<file path="src/rtl/alu_pkg.sv">
// Shared ALU encodings: 5-bit ALUop values, MIPS opcode/funct/regimm constants
// and the decoded request record carried through the issue buffer.
package alu_pkg;

  localparam int DATA_W = 32;

  localparam logic [4:0] ALUOP_ADD    = 5'b00000;
  localparam logic [4:0] ALUOP_SUB    = 5'b00001;
  localparam logic [4:0] ALUOP_SLT    = 5'b01000;
  localparam logic [4:0] ALUOP_SLTU   = 5'b01001;
  localparam logic [4:0] ALUOP_SNE    = 5'b01010;
  localparam logic [4:0] ALUOP_SE     = 5'b01011;
  localparam logic [4:0] ALUOP_SGE    = 5'b01100;
  localparam logic [4:0] ALUOP_SGEU   = 5'b01101;
  localparam logic [4:0] ALUOP_SLL    = 5'b10000;
  localparam logic [4:0] ALUOP_SRL    = 5'b10001;
  localparam logic [4:0] ALUOP_SRA    = 5'b10010;
  localparam logic [4:0] ALUOP_AND    = 5'b10100;
  localparam logic [4:0] ALUOP_OR     = 5'b10101;
  localparam logic [4:0] ALUOP_XOR    = 5'b10110;
  localparam logic [4:0] ALUOP_NOR    = 5'b10111;
  localparam logic [4:0] ALUOP_BYPASS = 5'b11000;
  localparam logic [4:0] ALUOP_JLINK  = 5'b11001;

  localparam logic [5:0] OP_RTYPE  = 6'h00;
  localparam logic [5:0] OP_REGIMM = 6'h01;
  localparam logic [5:0] OP_JAL    = 6'h03;
  localparam logic [5:0] OP_BEQ    = 6'h04;
  localparam logic [5:0] OP_BNE    = 6'h05;
  localparam logic [5:0] OP_BLEZ   = 6'h06;
  localparam logic [5:0] OP_BGTZ   = 6'h07;
  localparam logic [5:0] OP_ADDIU  = 6'h09;
  localparam logic [5:0] OP_SLTI   = 6'h0A;
  localparam logic [5:0] OP_SLTIU  = 6'h0B;
  localparam logic [5:0] OP_ANDI   = 6'h0C;
  localparam logic [5:0] OP_ORI    = 6'h0D;
  localparam logic [5:0] OP_XORI   = 6'h0E;
  localparam logic [5:0] OP_LUI    = 6'h0F;
  localparam logic [5:0] OP_LW     = 6'h23;
  localparam logic [5:0] OP_SW     = 6'h2B;

  localparam logic [5:0] FUNCT_SLL  = 6'h00;
  localparam logic [5:0] FUNCT_SRL  = 6'h02;
  localparam logic [5:0] FUNCT_SRA  = 6'h03;
  localparam logic [5:0] FUNCT_SLLV = 6'h04;
  localparam logic [5:0] FUNCT_SRLV = 6'h06;
  localparam logic [5:0] FUNCT_SRAV = 6'h07;
  localparam logic [5:0] FUNCT_JALR = 6'h09;
  localparam logic [5:0] FUNCT_ADDU = 6'h21;
  localparam logic [5:0] FUNCT_SUBU = 6'h23;
  localparam logic [5:0] FUNCT_AND  = 6'h24;
  localparam logic [5:0] FUNCT_OR   = 6'h25;
  localparam logic [5:0] FUNCT_XOR  = 6'h26;
  localparam logic [5:0] FUNCT_NOR  = 6'h27;
  localparam logic [5:0] FUNCT_SLT  = 6'h2A;
  localparam logic [5:0] FUNCT_SLTU = 6'h2B;

  localparam logic [4:0] REGIMM_BLTZ = 5'd0;
  localparam logic [4:0] REGIMM_BGEZ = 5'd1;

  typedef struct packed {
    logic [DATA_W-1:0] a;
    logic [DATA_W-1:0] b;
    logic [4:0]        aluop;
    logic              illegal;
  } alu_req_t;

endpackage

</file>
<file path="src/rtl/alu_op_decode.sv">
// Combinational MIPS decode: instruction plus rs/rt/pc values -> ALU operands and ALUop.
module alu_op_decode
  import alu_pkg::*;
#(
  parameter logic [4:0] ILL_OP = 5'b11000
) (
  input  logic [31:0]       inst,
  input  logic [DATA_W-1:0] rs,
  input  logic [DATA_W-1:0] rt,
  input  logic [DATA_W-1:0] pc,
  output alu_req_t          req
);

  logic [5:0]        w_op;
  logic [5:0]        w_funct;
  logic [4:0]        w_rt_field;
  logic [DATA_W-1:0] w_sext;
  logic [DATA_W-1:0] w_zext;
  logic [DATA_W-1:0] w_shamt;
  logic              w_unused_rs_field;
  logic              w_hit;

  assign w_op              = inst[31:26];
  assign w_funct           = inst[5:0];
  assign w_rt_field        = inst[20:16];
  assign w_sext            = {{16{inst[15]}}, inst[15:0]};
  assign w_zext            = {16'b0, inst[15:0]};
  assign w_shamt           = {27'b0, inst[10:6]};
  // Operand values arrive already read from the register file; the rs index itself is not needed.
  assign w_unused_rs_field = ^inst[25:21];

  always_comb begin
    req.a       = rs;
    req.b       = '0;
    req.aluop   = ILL_OP;
    req.illegal = 1'b0;
    w_hit       = 1'b1;
    case (w_op)
      OP_RTYPE: begin
        case (w_funct)
          FUNCT_ADDU: begin req.aluop = ALUOP_ADD;  req.b = rt; end
          FUNCT_SUBU: begin req.aluop = ALUOP_SUB;  req.b = rt; end
          FUNCT_AND:  begin req.aluop = ALUOP_AND;  req.b = rt; end
          FUNCT_OR:   begin req.aluop = ALUOP_OR;   req.b = rt; end
          FUNCT_XOR:  begin req.aluop = ALUOP_XOR;  req.b = rt; end
          FUNCT_NOR:  begin req.aluop = ALUOP_NOR;  req.b = rt; end
          FUNCT_SLT:  begin req.aluop = ALUOP_SLT;  req.b = rt; end
          FUNCT_SLTU: begin req.aluop = ALUOP_SLTU; req.b = rt; end
          FUNCT_SLL:  begin req.aluop = ALUOP_SLL;  req.a = rt; req.b = w_shamt; end
          FUNCT_SRL:  begin req.aluop = ALUOP_SRL;  req.a = rt; req.b = w_shamt; end
          FUNCT_SRA:  begin req.aluop = ALUOP_SRA;  req.a = rt; req.b = w_shamt; end
          FUNCT_SLLV: begin req.aluop = ALUOP_SLL;  req.a = rt; req.b = rs; end
          FUNCT_SRLV: begin req.aluop = ALUOP_SRL;  req.a = rt; req.b = rs; end
          FUNCT_SRAV: begin req.aluop = ALUOP_SRA;  req.a = rt; req.b = rs; end
          FUNCT_JALR: begin req.aluop = ALUOP_JLINK; req.a = pc; end
          default:    w_hit = 1'b0;
        endcase
      end
      OP_ADDIU, OP_LW, OP_SW: begin req.aluop = ALUOP_ADD;  req.b = w_sext; end
      OP_SLTI:  begin req.aluop = ALUOP_SLT;    req.b = w_sext; end
      OP_SLTIU: begin req.aluop = ALUOP_SLTU;   req.b = w_sext; end
      OP_ANDI:  begin req.aluop = ALUOP_AND;    req.b = w_zext; end
      OP_ORI:   begin req.aluop = ALUOP_OR;     req.b = w_zext; end
      OP_XORI:  begin req.aluop = ALUOP_XOR;    req.b = w_zext; end
      OP_LUI:   begin req.aluop = ALUOP_BYPASS; req.b = {inst[15:0], 16'b0}; end
      OP_JAL:   begin req.aluop = ALUOP_JLINK;  req.a = pc; end
      OP_BEQ:   begin req.aluop = ALUOP_SE;     req.b = rt; end
      OP_BNE:   begin req.aluop = ALUOP_SNE;    req.b = rt; end
      // blez/bgtz compare zero against rs, so rs moves to the B side.
      OP_BLEZ:  begin req.aluop = ALUOP_SGE;    req.a = '0; req.b = rs; end
      OP_BGTZ:  begin req.aluop = ALUOP_SLT;    req.a = '0; req.b = rs; end
      OP_REGIMM: begin
        case (w_rt_field)
          REGIMM_BLTZ: req.aluop = ALUOP_SLT;
          REGIMM_BGEZ: req.aluop = ALUOP_SGE;
          default:     w_hit = 1'b0;
        endcase
      end
      default: w_hit = 1'b0;
    endcase
    if (!w_hit) begin
      req.a       = rs;
      req.b       = '0;
      req.aluop   = ILL_OP;
      req.illegal = 1'b1;
    end
  end

endmodule

</file>
<file path="src/rtl/alu_op_issue.sv">
// ALU operand issue stage: decodes at the input and holds decoded requests in a
// valid/ready elastic buffer (DEPTH=2 skid keeps in_ready a pure register output).
module alu_op_issue
  import alu_pkg::*;
#(
  parameter int         DEPTH  = 2,
  parameter logic [4:0] ILL_OP = 5'b11000
) (
  input  logic              clk,
  input  logic              resetn,
  input  logic              flush,
  input  logic              in_valid,
  output logic              in_ready,
  input  logic [31:0]       in_inst,
  input  logic [DATA_W-1:0] in_rs,
  input  logic [DATA_W-1:0] in_rt,
  input  logic [DATA_W-1:0] in_pc,
  output logic              out_valid,
  input  logic              out_ready,
  output logic [DATA_W-1:0] out_a,
  output logic [DATA_W-1:0] out_b,
  output logic [4:0]        out_aluop,
  output logic              out_illegal
);

  alu_req_t w_req;
  alu_req_t r_ent0_p1;
  alu_req_t r_ent1_p1;
  logic     r_vld0_p1;
  logic     r_vld1_p1;
  logic     w_push;
  logic     w_pop;

  alu_op_decode #(.ILL_OP(ILL_OP)) u_decode (
    .inst (in_inst),
    .rs   (in_rs),
    .rt   (in_rt),
    .pc   (in_pc),
    .req  (w_req)
  );

  assign in_ready = (DEPTH == 1) ? (~r_vld0_p1 | out_ready) : ~r_vld1_p1;
  assign w_push   = in_valid & in_ready & ~flush;
  assign w_pop    = r_vld0_p1 & out_ready;

  // ---- decode -> buffer entry boundary ----
  always_ff @(posedge clk or negedge resetn) begin
    if (!resetn) begin
      r_vld0_p1 <= 1'b0;
      r_vld1_p1 <= 1'b0;
      r_ent0_p1 <= '0;
      r_ent1_p1 <= '0;
    end else if (flush) begin
      r_vld0_p1 <= 1'b0;
      r_vld1_p1 <= 1'b0;
    end else if (w_pop) begin
      if (r_vld1_p1) begin
        r_ent0_p1 <= r_ent1_p1;
        if (w_push) r_ent1_p1 <= w_req;
        else        r_vld1_p1 <= 1'b0;
      end else if (w_push) begin
        r_ent0_p1 <= w_req;
      end else begin
        r_vld0_p1 <= 1'b0;
      end
    end else if (w_push) begin
      if (!r_vld0_p1) begin
        r_ent0_p1 <= w_req;
        r_vld0_p1 <= 1'b1;
      end else begin
        r_ent1_p1 <= w_req;
        r_vld1_p1 <= 1'b1;
      end
    end
  end

  assign out_valid   = r_vld0_p1;
  assign out_a       = r_ent0_p1.a;
  assign out_b       = r_ent0_p1.b;
  assign out_aluop   = r_ent0_p1.aluop;
  assign out_illegal = r_ent0_p1.illegal;

endmodule
</file>
<file path="config.mk">
export PLATFORM = sky130hd
export DESIGN_NAME = alu_op_issue
export DESIGN_NICKNAME = d
export VERILOG_FILES = /design/src/rtl/alu_pkg.sv /design/src/rtl/alu_op_decode.sv /design/src/rtl/alu_op_issue.sv
export SDC_FILE = /design/constraint.sdc
export NUM_CORES = 1
export LEC_CHECK = 0
export CAP_MARGIN = 20
export CORE_UTILIZATION = 47
export CTS_CLUSTER_DIAMETER = 80
export CTS_CLUSTER_SIZE = 8
export DETAILED_ROUTE_END_ITERATION = 6
export PLACE_DENSITY = 0.76
export SYNTH_ARGS = -nofsm -noshare
export SYNTH_HDL_FRONTEND = slang
export SYNTH_HIERARCHICAL = 1
export SYNTH_SLANG_ARGS = --single-unit
export TNS_END_PERCENT = 10
</file>
<file path="constraint.sdc">
create_clock -name clk -period 2.44 [get_ports clk]
set_clock_uncertainty 0.1 [all_clocks]
set_input_delay 0.244 -clock clk [delete_from_list [all_inputs] [get_ports clk]]
set_output_delay 0.244 -clock clk [all_outputs]
set_load 0.02 [all_outputs]
</file>
### Word-level counts from Yosys, hierarchy flattened

Index checks and enable logic that the tools add are counted.

| operators by class | value |
|---|---|
| bitwise logic cells | 5 |
| equal/unequal tests | 34 |
| reductions and logical operators | 28 |
| muxes and demuxes | 31 |

Operators with widths:

| operator | number |
|---|---|
| two-way mux 70 bit | 10 |
| case mux 32 bit (3 select lines) | 2 |
| case mux 32 bit (6 select lines) | 1 |
| case mux 5 bit (12 select lines) | 2 |
| case mux 32 bit (2 select lines) | 1 |
| == test 6 bit, second input constant | 10 |
| == test 6 x 4 -> 1 bit, second input constant | 8 |
| == test 6 x 3 -> 1 bit, second input constant | 7 |
| == test 6 x 2 -> 1 bit, second input constant | 3 |
| OR reduction 15 bit | 1 |
| OR reduction 14 bit | 1 |
| OR reduction 2 bit | 7 |
| two-way mux 1 bit | 13 |
| logical NOT 6 bit | 2 |
| OR reduction 3 bit | 4 |
| case mux 5 bit (2 select lines) | 1 |
| AND reduction 4 bit | 2 |
| OR reduction 8 bit | 1 |
| == test 6 x 1 -> 1 bit, second input constant | 1 |
| inequality test 3 bit, second input constant | 2 |
| nonzero test 2 bit | 3 |
| nonzero test 3 bit | 2 |
| OR reduction 6 bit | 1 |
| == test 5 x 1 -> 1 bit, second input constant | 1 |
| other kinds (9) | 12 |

| storage, ports and cells | value |
|---|---|
| flip-flop bits (word level) | 142 |
| output and inout bits | 72 |
| logic and storage cells | 108 |

### Depth between registers and ports, before layout

Gate-level depths: netlist (run 1).

| logic depth | value |
|---|---|
| word-level depth | 8 |
| depth in mapped cells | 10 |
| depth with buffers taken out | 7 |

### Hierarchy

The synthesis (run 1) kept the hierarchy.

By module, submodules not included:

| module | cells an instance | times used | sequential area each (um2) | area each (um2) |
|---|---|---|---|---|
| alu_op_issue | 385 | 1 | 3553.4 | 6261.0 |
| alu_op_decode | 352 | 1 | 0.0 | 2319.7 |

### Worst setup path after synthesis (run 1)

No wires, ideal clock.

| path | value |
|---|---|
| path type | input to register |
| start point | input port in_inst[3] |
| end point | register r_ent0_p1, in the netlist out_a[2] |
| arrival | 2.014 ns |
| library setup time | 0.125 ns |
| stages on the path | 10 |
| setup slack | 0.201 ns |
| buffers on the path | 3 |
| path through | buf_2 buf_2 nand3b_1 o31ai_1 o41ai_1 and3b_4 buf_6 o21ai_2 mux2_2 mux2_4 |

RTL lines:

| what | line | source |
|---|---|---|
| start, declared | alu_op_issue.sv:14 | `input logic [31:0] in_inst,` |
| end signal, assigned | alu_op_issue.sv:58 | `r_ent0_p1 <= r_ent1_p1;` |
| end signal, assigned | alu_op_issue.sv:62 | `r_ent0_p1 <= w_req;` |
| end signal, assigned | alu_op_issue.sv:68 | `r_ent0_p1 <= w_req;` |
| end, declared | alu_op_issue.sv:27 | `alu_req_t r_ent0_p1;` |

==> flow_summary.json, run 1 <==
{
  "status": "finished clean",
  "drc_errors": 0,
  "yosysWarnings": 6,
  "setup_viol": 0,
  "hpwl_um": 18740,
  "wire_per_inst_um": 21.26,
  "cp.required_ns": 2.65,
  "portBuffers": 199,
  "p_total_uw": 7967,
  "overflow": 0,
  "core-area_um2": 17900,
  "critPathKind": "primary input to register",
  "via_per_inst": 5.924,
  "io_pins": 205,
  "die_height_um": 137.1,
  "setup_tns_ns": 0,
  "synthArstFlopShare_pct": 100.0,
  "cts-root-buf": "clkbuf_16",
  "critPathCaptureType": "register",
  "worst_slew_pin_slew_ns": 0.5031,
  "dieArea_um2": 18800,
  "seqPwrFrac_pct": 37.5,
  "ir_drop_mv": 0.5132,
  "layout.nets": 1124,
  "critPathArrivalTime_ns": 2.60,
  "grt_usage_pct": 28.99,
  "synthToLayoutAreaGrowth_pct": 41.47,
  "fin_hold_ws_ns": 0.2148,
  "first_global_vias": 7369,
  "finish.utilization_pct": 67.81,
  "clkTransAtPathRegs_ns": 0.06,
  "finalHoldViolations": 0,
  "drtPass1Iterations": 6,
  "max_freq_mhz": 418.1,
  "power_density_nw_per_um2": 656.3,
  "numCtsBuffers": 17,
  "slew_violations": 0,
  "grt_max_degree": 61,
  "synth_area_um2": 8581,
  "max_slew_margin_pct": 66.46,
  "diodes": 0,
  "drive_gt1_share_pct": 38.15,
  "hp-class": "primary input to asynchronous set/reset pin",
  "crit_path_max_fanout": 13,
  "clk_path_buf_depth": 2,
  "drtIter0Drc": 599,
  "syn_avg_cell_area_um2": 11.64,
  "fp.dieW_um": 137.1,
  "synth_common_cells": "193 x mux2_2, 142 x dfrtp_1, 74 x a22oi_1",
  "yosysMostFrequentCell": "mux2_2",
  "n_fill_cell": 1359,
  "r2r_cells": 4,
  "multi_input_area_um2": 4496,
  "antenna_found_initial": 0,
  "synth_cell_type_count": 61,
  "synth-seq-cells": 142,
  "maxCapViolCount": 0,
  "initial_core_util_pct": 47.93,
  "via_count": 7304,
  "start_kind": "primary input",
  "insertion_delay_ns": 0.43,
  "fin_crit_sh_pct": 98.03,
  "cts_max_level": 4,
  "synth.top_cell.area_share_pct": 41.41,
  "syn_inst": 737,
  "drt_wl_total_um": 26220,
  "cts_tree": "yes",
  "ys_seq_area_share_pct": 41.41,
  "synth_ff_type": "dfrtp_1",
  "p_int_uw": 5863,
  "synth-edff-count": 0,
  "grt_pass1_wl_um": 40470,
  "syn_nets": 870,
  "sw_frac_of_total_pct": 26.42,
  "rows": 49,
  "p_sw_uw": 2105,
  "ys_top_cells_by_area": "dfrtp_1 41%, mux2_2 25%, a22oi_1 6.5%",
  "clock-sinks": 142,
  "gp_congestion": 0.8691,
  "pwr-share-comb_pct": 24.1,
  "clkPwrFrac_pct": 38.5,
  "regArea_um2": 3553,
  "synth_area_leader_cell": "dfrtp_1",
  "min_period_ns": 2.392,
  "leakage_uw": 0.005217,
  "final_antenna_net_count": 0
}
[worst max-delay path, stage by stage]
cell	delay [ns]
clkdlybuf4s50_1	0.42
or3_1	0.43
o41ai_2	0.37
and3b_4	0.32
buf_12	0.18
o21ai_2	0.08
mux2_2	0.28
mux2_2	0.27
[routing by layer]
layer / share of wire (%) / up-vias / track usage, %
met5: 0 / - / 0
met4: 2.0 / 0 / 9.219
met3: 7.9 / 47 / 7.556
met2: 48 / 345 / 46.27
met1: 43 / 3627 / 38.24
li1: - / 3285 / -
[layout by cell type (no fill, tap or decap), drive strengths merged, types with 2 or more instances in the layout]
cell	count
nand2b	6
nor3	4
nor4	4
a222oi	16
clkdlybuf4s50	193
inv	42
dlymetal6s2s	4
a221oi	2
a211oi	2
o21ai	60
nor2	15
o2111ai	15
mux2i	2
nand3	5
nand4	3
a22oi	74
a22o	3
or4	2
nor2b	5
nand2	30
nor4b	2
mux2	210
bufinv	7
clkbuf	18
and2	2
o31ai	2
a21oi	13
dfrtp	142
clkinv	5
nand3b	2
buf	97
[layout make-up]
| type | count | area share [%] |
|---|---|---|
| multi-input cells | 493 | 37.03 |
| flip-flops and latches | 142 | 29.27 |
| repair buffers | 296 | 24.37 |
| clock buffers | 18 | 3.535 |
| well taps | 229 | 2.360 |
| clock inverters | 14 | 2.165 |
| inverters | 41 | 1.268 |
[final timing paths]
path | start | endpoint | slack [ns]
min in group clk | r_ent1_p1[8] | r_ent1_p1[8] | 0.39
min | resetn | out_valid | 0.21
max in group asynchronous | resetn | out_aluop[1] | 1.31
min reg2reg | r_ent1_p1[8] | r_ent1_p1[8] | 0.39
max | in_inst[28] | out_a[20] | 0.05
max reg2reg | r_vld1_p1 | r_ent1_p1[44] | 0.47
[logic make-up after synthesis]
group | after synthesis | share of synthesized area [%]
compound gates | 194 | 17.37
xor+xnor | 1 | 0.1021
buf+inv | 102 | 6.635
flops | 142 | 41.41
mux | 212 | 28.23
simple gates | 86 | 6.255
[power groups by stage]
stage                     clock [µW]  sequential (µW)  combinational [µW]
final                           3060             2990                1920
after detailed placement           0             3020                1910
after global placement             0             3000                1880
after CTS                       3110             2990                1920
after global routing            3230             3040                2040
after floorplan                    0             3200                 741
[per-stage QoR]
step	setup slack (ns)	instances	instance area (µm²)
2_1_floorplan	0.2012	737	8581
3_3_place_gp	-0.4329	1198	11400
3_5_place_dp	-0.4341	1198	11400
4_1_cts	0.003347	1231	12100
5_1_grt	-0.01100	1233	12140
6_report	0.04804	1233	12140
[sequential cells by signal (all words and copies together), names as in the netlist]
| register | cells |
|---|---|
| out_b | 32 |
| r_ent1_p1 | 70 |
| out_illegal | 1 |
| r_vld1_p1 | 1 |
| out_a | 32 |
| out_valid | 1 |
| out_aluop | 5 |
[what timing repair did]
| item | 4_1_cts | 5_1_grt |
|---|---|---|
| resized for setup | 1 | 6 |
| pin swaps | 0 | 3 |
| hold buffers | 1 | 0 |
| gates cloned | 0 | 0 |
| setup endpoints to repair | 5 | 43 |
| setup buffers | 0 | 2 |
| endpoints found under the hold margin | 46 | 0 |
No activity file was read; power rests on OpenSTA's default activity.
==> inputs of run 2 (changes only) <==
--- a/config.mk
+++ b/config.mk
@@ -6,11 +6,13 @@
 export NUM_CORES = 1
 export LEC_CHECK = 0
 export CAP_MARGIN = 20
+export CORE_ASPECT_RATIO = 0.8
 export CORE_UTILIZATION = 47
 export CTS_CLUSTER_DIAMETER = 80
 export CTS_CLUSTER_SIZE = 8
 export DETAILED_ROUTE_END_ITERATION = 6
 export PLACE_DENSITY = 0.76
+export SLEW_MARGIN = 25
 export SYNTH_ARGS = -nofsm -noshare
 export SYNTH_HDL_FRONTEND = slang
 export SYNTH_HIERARCHICAL = 1
==> flow_summary.json, run 2 (synthesized netlist as in run 1, its figures left out) <==
{
  "n_fill_cell": 1311,
  "wl_met2_um": 12230,
  "grt_max_degree": 56,
  "io_pins": 205,
  "antenna_found_initial": 0,
  "synthToLayoutAreaGrowth_pct": 40.48,
  "drive_gt1_share_pct": 37.79,
  "largest_reg_flops": 70,
  "regArea_um2": 3553,
  "hpwl_um": 19360,
  "leakage_uw": 0.005157,
  "start_kind": "primary input",
  "core-area_um2": 17590,
  "cts-root-buf": "clkbuf_16",
  "r2r_setup_slack_ns": 0.45,
  "cp_top_family": "buffers and inverters",
  "first_global_vias": 7334,
  "worstPathCellList": "clkdlybuf4s50_1 > buf_4 > nor2_1 > a22o_1 > o41ai_2 > and3b_4 > buf_12 > o21ai_2 > mux2_2 > mux2_2",
  "ir_drop_mv": 0.4940,
  "setup_tns_ns": 0,
  "regMostFlops": "r_ent1_p1",
  "violations": "design-rule violations",
  "rows": 43,
  "finish.utilization_pct": 68.52,
  "max_freq_mhz": 421.0,
  "numCtsBuffers": 17,
  "critPathSlowestCell": "clkdlybuf4s50_1",
  "cts_tree": "yes",
  "clock-sinks": 142,
  "final_common_cell": "clkdlybuf4s50_1",
  "via_count": 7225,
  "via_per_inst": 5.922,
  "power_density_nw_per_um2": 631.0,
  "maxCapViolCount": 0,
  "multi_input_area_um2": 4513,
  "grt_setup_unrepaired": "no",
  "slew_violations": 0,
  "max_stage_delay_ns": 0.46,
  "crit_path_frequent_cell": "mux2_2",
  "drc_errors": 1,
  "initial_core_util_pct": 48.77,
  "layout_common_cells": "194 x clkdlybuf4s50_1, 193 x mux2_2, 142 x dfrtp_1, 74 x a22oi_1, 64 x buf_4",
  "final_antenna_net_count": 0,
  "critPathKind": "primary input to register",
  "top_layer_used": "met4",
  "clk_path_buf_depth": 2,
  "layout.nets": 1115,
  "grt_usage_pct": 29.00,
  "diodes": 0,
  "status": "finished with violations",
  "die_height_um": 122.9,
  "dieArea_um2": 18800,
  "drt-met1-wl_um": 11520,
  "wire_per_inst_um": 21.68,
  "drtPass1Iterations": 7,
  "critPathCaptureType": "register",
  "finalHoldViolations": 0,
  "route.met3.wl_um": 2384,
  "portBuffers": 199,
  "drtIter0Drc": 595,
  "gp_congestion": 0.9054,
  "grt_pass1_wl_um": 41520,
  "hp-class": "primary input to asynchronous set/reset pin",
  "insertion_delay_ns": 0.42,
  "min_period_ns": 2.376,
  "path_buf_inv": 3,
  "cts_max_level": 4,
  "cp.required_ns": 2.64,
  "drt_wl_total_um": 26450,
  "fin_crit_sh_pct": 97.36,
  "clkTransAtPathRegs_ns": 0.06,
  "critPathArrivalTime_ns": 2.57,
  "max_slew_margin_pct": 45.98,
  "setup_viol": 0,
  "worst_slew_pin_slew_ns": 0.8077,
  "overflow": 0,
  "fp.dieW_um": 153.1,
  "crit_path_max_fanout": 17
}
run 2: through the flow:
step	cells	cell area (µm²)	setup slack, ns	total power (µW)	hold WS, ns
6_report	1220	12050	0.06443	7606	0.2579
5_1_grt	1220	12050	0.009558	7900	0.2915
4_1_cts	1218	12010	0.02821	7634	0.2723
3_5_place_dp	1185	11380	-0.5003	4931	0.1437
3_3_place_gp	1185	11370	-0.4845	4875	0.1485
2_1_floorplan	737	8581	0.2012	3944	-0.1516
run 2: area by class of cell:
class | instances | share of cell area [%]
multi-input combinational | 493 | 37.44
sequential | 142 | 29.48
timing repair buffer | 287 | 24.43
clock buffer | 19 | 3.674
tap | 225 | 2.335
clock inverter | 13 | 1.360
inverter | 41 | 1.277
run 2: repair_timing:
item,in CTS,in global routing
setup buffers,0,2
pin swaps,2,3
setup endpoints to repair,27,37
hold endpoints to repair,51,0
hold buffers,1,0
gates resized for setup,4,8
gates cloned,0,0
run 2: path summary, 6_finish.rpt:
| kind | to | from | cells after the start |
|---|---|---|---|
| min | out_illegal | resetn | 2 |
| max in group asynchronous | r_ent1_p1[64] | resetn | 3 |
| max | out_a[27] | in_inst[1] | 10 |
| max reg2reg | out_aluop[1] | out_valid | 5 |
| min in group clk | r_ent1_p1[9] | r_ent1_p1[9] | 1 |
| min reg2reg | r_ent1_p1[9] | r_ent1_p1[9] | 1 |
run 2: metal layers:
layer	vias up	GRT usage, %
met4	0	9.533
met3	23	8.016
met5	-	0
li1	3271	-
met2	335	45.58
met1	3596	38.78
run 2: report_power, final:
| part | total (µW) | switching (µW) | leakage (µW) | internal [µW] |
|---|---|---|---|---|
| clock | 2700 | 1060 | 0.000293 | 1640 |
| combinational | 1910 | 843 | 0.00304 | 1070 |
| sequential | 3000 | 230 | 0.00182 | 2770 |
